$ cat src/rtl/vbc_prim_fetch.sv
// vbc_prim_fetch -- vertex-buffer controller.
// PCIe DMA writes always reach the vertex RAM. PCIe DMA reads reach it while
// the block is idle or loading. After an end-of-frame write, the block streams
// primitives of WPP consecutive RAM words to the processing unit, one at a time,
// over a valid/ready handshake. It pulses o_frame_done when the unit accepts the
// primitive whose last word has bit 0 set.
//
// Optional feature macro: VBC_PRIM_CNT_EN
//   When defined, the block adds output o_prim_count, which counts the
//   primitives accepted in the current frame.
//
// Parameter limits: WPP must be 1, 2, 4 or 8. RD_LAT must be 1..4.
module vbc_prim_fetch #(
  parameter int DATA_W = 128,
  parameter int ADDR_W = 13,
  parameter int WPP    = 2,
  parameter int RD_LAT = 1
) (
  input  logic                  clk,
  input  logic                  rst,
  input  logic                  i_pcie_dmawr_write,
  input  logic [ADDR_W-1:0]     i_pcie_dmawr_addr,
  input  logic [DATA_W-1:0]     i_pcie_dmawr_data,
  input  logic                  i_pcie_dmard_read,
  input  logic [ADDR_W-1:0]     i_pcie_dmard_addr,
  output logic [DATA_W-1:0]     o_pcie_dmard_data,
  output logic                  o_ram1_wren,
  output logic [ADDR_W-1:0]     o_ram1_wraddress,
  output logic [DATA_W-1:0]     o_ram1_data,
  output logic                  o_ram1_rden,
  output logic [ADDR_W-1:0]     o_ram1_rdaddress,
  input  logic [DATA_W-1:0]     i_ram1_q,
  input  logic                  i_proc_ready,
  output logic                  o_prim_valid,
  output logic [WPP*DATA_W-1:0] o_prim_data,
  output logic                  o_frame_done,
  output logic                  o_busy
`ifdef VBC_PRIM_CNT_EN
  ,
  output logic [ADDR_W-1:0]     o_prim_count
`endif
);

  // FETCH lasts WPP issue cycles plus RD_LAT drain cycles. The cycle counter
  // runs from 0 to WPP+RD_LAT-1.
  localparam int CNT_W = $clog2(WPP + RD_LAT + 1);

  localparam logic [CNT_W-1:0]  ISSUE_N  = CNT_W'(WPP);
  localparam logic [CNT_W-1:0]  LAST_CYC = CNT_W'(WPP + RD_LAT - 1);

  // The low log2(WPP) address bits select the word inside a primitive.
  // When WPP is 1, the mask is zero and the address test always passes.
  localparam logic [ADDR_W-1:0] WORD_MASK = ADDR_W'(WPP - 1);

  typedef enum logic [1:0] {
    ST_IDLE  = 2'd0,
    ST_LOAD  = 2'd1,
    ST_FETCH = 2'd2,
    ST_HOLD  = 2'd3
  } state_t;

  state_t              state_r;
  state_t              state_s;
  logic [CNT_W-1:0]    cnt_r;
  logic [ADDR_W-1:0]   fetch_addr_r;
  logic [DATA_W-1:0]   slot_r [WPP];

  logic                eof_s;
  logic                start_s;
  logic                issue_s;
  logic                accept_s;
  logic                last_s;
  logic                fetcher_owns_s;

  // Decode the handshake and frame-control events.
  always_comb begin
    eof_s          = i_pcie_dmawr_write & i_pcie_dmawr_data[0] &
                     ((i_pcie_dmawr_addr & WORD_MASK) == WORD_MASK);
    start_s        = (state_r == ST_IDLE) & i_pcie_dmawr_write;
    issue_s        = (state_r == ST_FETCH) & (cnt_r < ISSUE_N);
    accept_s       = (state_r == ST_HOLD) & i_proc_ready;
    last_s         = slot_r[WPP-1][0];
    fetcher_owns_s = (state_r == ST_FETCH) | (state_r == ST_HOLD);
  end

  // State register.
  always_ff @(posedge clk) begin
    if (rst) begin
      state_r <= ST_IDLE;
    end else begin
      state_r <= state_s;
    end
  end

  // Next-state logic. While fetching or holding, writes and reads from the
  // host are ignored.
  always_comb begin
    state_s = state_r;
    case (state_r)
      ST_IDLE: begin
        if (eof_s) begin
          state_s = ST_FETCH;
        end else if (i_pcie_dmawr_write) begin
          state_s = ST_LOAD;
        end else begin
          state_s = ST_IDLE;
        end
      end
      ST_LOAD: begin
        if (eof_s) begin
          state_s = ST_FETCH;
        end else begin
          state_s = ST_LOAD;
        end
      end
      ST_FETCH: begin
        if (cnt_r == LAST_CYC) begin
          state_s = ST_HOLD;
        end else begin
          state_s = ST_FETCH;
        end
      end
      ST_HOLD: begin
        if (accept_s) begin
          if (last_s) begin
            state_s = ST_IDLE;
          end else begin
            state_s = ST_FETCH;
          end
        end else begin
          state_s = ST_HOLD;
        end
      end
      default: begin
        state_s = ST_IDLE;
      end
    endcase
  end

  // Output decode: the handshake outputs, and the routing of the RAM ports.
  always_comb begin
    o_ram1_wren       = i_pcie_dmawr_write;
    o_ram1_wraddress  = i_pcie_dmawr_addr;
    o_ram1_data       = i_pcie_dmawr_data;
    o_pcie_dmard_data = i_ram1_q;
    o_prim_valid      = (state_r == ST_HOLD);
    o_busy            = fetcher_owns_s;
    o_frame_done      = accept_s & last_s;
    if (fetcher_owns_s) begin
      o_ram1_rden      = issue_s;
      o_ram1_rdaddress = fetch_addr_r;
    end else begin
      o_ram1_rden      = i_pcie_dmard_read;
      o_ram1_rdaddress = i_pcie_dmard_addr;
    end
  end

  // Cycle counter inside FETCH. Word k is issued at count k and captured at
  // count k+RD_LAT.
  always_ff @(posedge clk) begin
    if (rst) begin
      cnt_r <= '0;
    end else if (state_r == ST_FETCH) begin
      if (cnt_r == LAST_CYC) begin
        cnt_r <= '0;
      end else begin
        cnt_r <= cnt_r + CNT_W'(1);
      end
    end else begin
      cnt_r <= '0;
    end
  end

  // Fetch address. It restarts at 0 when a frame begins and advances by one on
  // every issued read, wrapping at the top of the RAM.
  always_ff @(posedge clk) begin
    if (rst) begin
      fetch_addr_r <= '0;
    end else if (start_s) begin
      fetch_addr_r <= '0;
    end else if (issue_s) begin
      fetch_addr_r <= fetch_addr_r + ADDR_W'(1);
    end else begin
      fetch_addr_r <= fetch_addr_r;
    end
  end

  // Capture each returned word into its slot. The slots stay unchanged
  // throughout HOLD, so o_prim_data is stable while it waits for acceptance.
  always_ff @(posedge clk) begin
    for (int k = 0; k < WPP; k++) begin
      if (rst) begin
        slot_r[k] <= '0;
      end else if ((state_r == ST_FETCH) && (cnt_r == CNT_W'(k + RD_LAT))) begin
        slot_r[k] <= i_ram1_q;
      end else begin
        slot_r[k] <= slot_r[k];
      end
    end
  end

  // Word 0 sits in the most significant slice of the primitive bus.
  for (genvar g = 0; g < WPP; g++) begin : g_prim_pack
    assign o_prim_data[(WPP-g)*DATA_W-1 -: DATA_W] = slot_r[g];
  end

`ifdef VBC_PRIM_CNT_EN
  logic [ADDR_W-1:0] prim_cnt_r;

  // Count the primitives accepted in this frame. The count holds after
  // frame-done and clears when the next frame starts.
  always_ff @(posedge clk) begin
    if (rst) begin
      prim_cnt_r <= '0;
    end else if (start_s) begin
      prim_cnt_r <= '0;
    end else if (accept_s) begin
      prim_cnt_r <= prim_cnt_r + ADDR_W'(1);
    end else begin
      prim_cnt_r <= prim_cnt_r;
    end
  end

  assign o_prim_count = prim_cnt_r;
`endif

endmodule

$ cat config.mk
export PLATFORM = sky130hd
export DESIGN_NAME = vbc_prim_fetch
export DESIGN_NICKNAME = d
export VERILOG_FILES = /design/src/rtl/vbc_prim_fetch.sv
export SDC_FILE = /design/constraint.sdc
export NUM_CORES = 1
export LEC_CHECK = 0
export ABC_AREA = 1
export BUFFER_PORTS_ARGS = -buffer_cell sky130_fd_sc_hd__buf_2
export CAP_MARGIN = 40
export CORE_AREA = 10 10 311 313
export CTS_BUF_LIST = sky130_fd_sc_hd__clkbuf_8 sky130_fd_sc_hd__clkbuf_16
export CTS_CLUSTER_DIAMETER = 150
export DETAILED_ROUTE_END_ITERATION = 7
export DIE_AREA = 0 0 321 323
export REMOVE_ABC_BUFFERS = 1
export SETUP_SLACK_MARGIN = 0.05
export SYNTH_ARGS = -nofsm -noshare
export SYNTH_HDL_FRONTEND = slang
export SYNTH_SLANG_ARGS = --single-unit
$ cat constraint.sdc
create_clock -name clk -period 15.95 [get_ports clk]
set_input_delay 4.785 -clock clk [delete_from_list [all_inputs] [get_ports clk]]
set_output_delay 4.785 -clock clk [all_outputs]
set_load 0.05 [all_outputs]
Word-level counts from Yosys, hierarchy flattened
Memory sizes are Yosys's and may differ from the RTL's.
Index checks and enable logic that the tools add are counted.
- output and inout port bits: 543
- word-level logic and storage cells: 56
- bits in registers: 17
- bits in writable memories: 256
- memories: 1
- input port bits: 287
- bitwise gates (word level): 12
- $add $sub $neg: 2
- mux-type cells: 27
- eq/ne operators: 5
- order comparisons: 1
- reductions and logical operators: 5
- memory list (memory ; depth ; width ; read ports ; clocked after Yosys merged registers in ; write ports ; RTL line ; RTL):
    slot_r ; 2 ; 128 ; 2 ; 0 ; 2 ; 66 ; logic [DATA_W-1:0] slot_r [WPP];
- operator list (kind ; count):
    $mux 128 ; 4
    $mux 1 ; 17
    $add 13x1->13 const B ; 1
    $mux 13 ; 1
    $mux 2 ; 4
    $pmux 2 s4 ; 1
    $and 1x1->1 ; 6
    $eq 2x2->1 const B ; 3
    $or 1x1->1 ; 5
    $eq 2x1->1 const B ; 2
    $reduce_or 3->1 ; 1
    $add 2x1->2 const B ; 1
    $logic_and 1x1->1 ; 2
    $logic_not 2->1 ; 1
    $lt 2x2->1 const B ; 1
    $reduce_or 2->1 ; 1
    $not 1->1 ; 1

Logic depth before layout (Yosys ltp)
- depth in word-level cells: 7
- mapped depth: 7
- gate-level depth less buffers: 7

Worst setup path before layout
Ideal clock, no wire load.
- path kind: input to register
- start: in rst
- end: mem slot_r[1][0], enable pin
- setup time: 1.820 ns
- required time: 14.130 ns
- arrival time: 8.829 ns
- setup slack: 5.301 ns
- path buffers: 1
- stages on the path: 3
- cells stage by stage: buf_2 -> inv_1 -> o21ai_0
- RTL lines (element ; RTL line ; RTL):
    start, declared ; 20 ; input logic rst,
    end, declared ; 66 ;

Worst setup path in the final report
- start: in i_pcie_dmard_addr[12]
- end: out o_ram1_rdaddress[12]
- word-level cells in the longest chain between the ends: 1
- RTL lines (element ; RTL line ; RTL):
    start, declared ; 25 ; input logic [ADDR_W-1:0] i_pcie_dmard_addr,
    $mux 13 ; 149 ; if (fetcher_owns_s) begin
    end, declared ; 31 ; output logic [ADDR_W-1:0] o_ram1_rdaddress,
No other way between the ends.

==> metrics <==
outcome finished clean; CP Launch Point i_pcie_dmard_addr[12]; synth unique cells 25; cts bufs inserted 34; pin count of the biggest net entering global routing 67; total of max-cap violations 0; Critical Path AT approximately 5.4 ns; Synth Register Bits between 200 and 300; Post-Route Skew 0.02887 ns; Mapped Avg Cell Area 11.22 sq um; crit start category primary input; Fin. Hold Viols 0; CP required 11.17 ns; DR vias 9067; CTS resizes 0; Yosys top cell by area edfxtp_1; CP max stage cell buf_2; H-tree depth 2; CP Max Fanout 1; Post-CTS Setup Repair Bufs 0; I/O pin count between 800 and 900; Slew Viols, Final 0; sequential fraction of the synthesis area 64.68%; period utilisation layout 63.89%; RSZ-0062 raised after global routing false; GRT Overall Usage 14.47%; # diodes 0; initial detailed-routing violation count 815; CP Class primary input to primary output; CTS tree done; drt wl/cell 30.21 um; commonest cells after routing, fill and taps aside buf_2 (550), nor2_1 (271), edfxtp_1 (256), inv_1 (161), nand2_1 (46); clk buf depth 3; worst-margin pin slew 0.9031 ns; CTS sink count 273; vias in the first global route between 9k and 10k; WHS 0.4528 ns; Die X 321 um; Worst-Skew Late Latency 0.55 ns; YS warnings 0; Initial Util 13.67%; top post-synthesis cells by area edfxtp_1 (62%), buf_4 (16%), nor2_1 (8.2%); fin area between 0.015 and 0.02 sq mm; Synth Instances 1106; first-pass GRT wire length between 90000 and 100000 um; Final nets around 1.7k; IO buf count 551; Pleak ~0.007 uW; most common cell after layout, fill and taps aside buf_2; Die H 323 um; Slew HR 39.79%; routability cong. ~0.86; DR vias/cell 3.474; DRT Wirelength 78850 um; Placed Instances 2551; critical path's top delay family buffers and inverters; Area after DPL 0.01455 sq mm; filler cell count 10.17k; Worst VDD drop approximately 0.060 mV; post-route ant nets 0; DPL Wire Length approximately 63000 um; Largest stage delay, worst path roughly 0.33 ns; area growth from synthesis to layout 26.26%; DRC 0; highest clock rate just under 0.1 GHz; clock slew seen by the registers of the worst setup and hold paths 0.06 ns; critical path cell sequence buf_2 > nand2_1 > o21ai_0 > buf_2; Post-Syn Area 0.01241 sq mm; setup_tns 0 ns; die area 0.1037 sq mm; Layout Cells excl Fill 2610; crit path time final around 10 ns; share of layout cells above drive strength 1 a little over two fifths; drt first pass iters 4; PD cells around 120 mW/mm^2; total power 1951 uW; CP endpoint kind primary output; Final setup viols 0; Reg2Reg Launch Point state_r[1]; FP Rows 111; Synth top area share about three fifths; Hold WC Path Type flip-flop to flip-flop; clock root buffer clkbuf_16; CTS hold repair buffers 0; antenna violations before repair 4; CP most frequent cell buf_2; Crit path buffers/inverters 2; grt ovf 0; core outline area just over 0.09 sq mm; worst hold start cnt_r[0]
[logic make-up after synthesis]
| kind of cell | after synthesis | synth area share [%] |
|---|---|---|
| AOI/OAI and AO/OA | 31 | 1.381 |
| adders and majority gates | 3 | 0.3025 |
| buffers and inverters | 459 | 22.92 |
| DFF | 273 | 64.68 |
| and+or+nand+nor | 340 | 10.72 |
[report_power, final]
part | internal (uW) | switching, uW | leakage, uW | total, uW
clock network | 479 | 320 | 0.000573 | 799
registers | 818 | 9.32 | 0.00277 | 827
logic | 57.4 | 267 | 0.00386 | 325
total | 1350 | 596 | 0.00720 | 1950
[cell usage after synthesis, drive strengths merged]
cell type and n:
a211oi 1, a21oi 11, a31oi 1, buf 286, clkbuf 16, dfxtp 17, dlygate4sd1 1, edfxtp 256
ha 3, inv 156, nand2 48, nand3 16, nand4 3, nor2 272, nor3b 1, o21ai 17
o22ai 1
[per-stage QoR]
step	util [%]	setup slack, ns
after global placement	15.96	5.757
after detailed placement	16.02	5.766
after global routing	17.25	5.742
after CTS	17.25	5.767
final	17.25	5.760
after floorplan	-	5.275
[final cells by class]
type                            count  area (sq um)  share of cell area [%]
Tap cell                         1186          1484                   9.469
Clock inverter                     24         246.5                   1.573
Inverter                          156         585.6                   3.737
Clock buffer                       35         875.8                   5.589
Timing Repair Buffer              562          2887                   18.42
Sequential cell                   273          8028                   51.23
Multi-Input combinational cell    374          1565                   9.988
[worst reg2reg max path: stages (launching register included)]
cell	delay, ns
dfxtp_1	0.54
nand2_2	0.18
inv_1	0.17
nand2_1	0.12
nand2_4	0.26
buf_4	0.69
[sequential cells by signal (all words and copies together), names as in the netlist]
register / flops
cnt_r: 2
fetch_addr_r: 13
state_r: 2
slot_r: 256
[path summary, 6_finish.rpt]
check	to	slack, ns	depth (start not counted)
setup / recovery	o_ram1_rdaddress[12]	5.76	4
hold reg to reg	cnt_r[0]	0.45	1
setup reg to reg	slot_r[0][79]	13.49	5
hold / removal	cnt_r[0]	0.45	1
[metal layers]
metal  GRT usage, %  up-vias  wire length [um]
met2          18.77      942             29570
met1          13.19     4204             25540
met5          12.52        -              1771
met3          18.16       82             20560
met4          2.864       24              1405
li1               -     3815                 -
No activity file was read; power rests on OpenSTA's default activity.
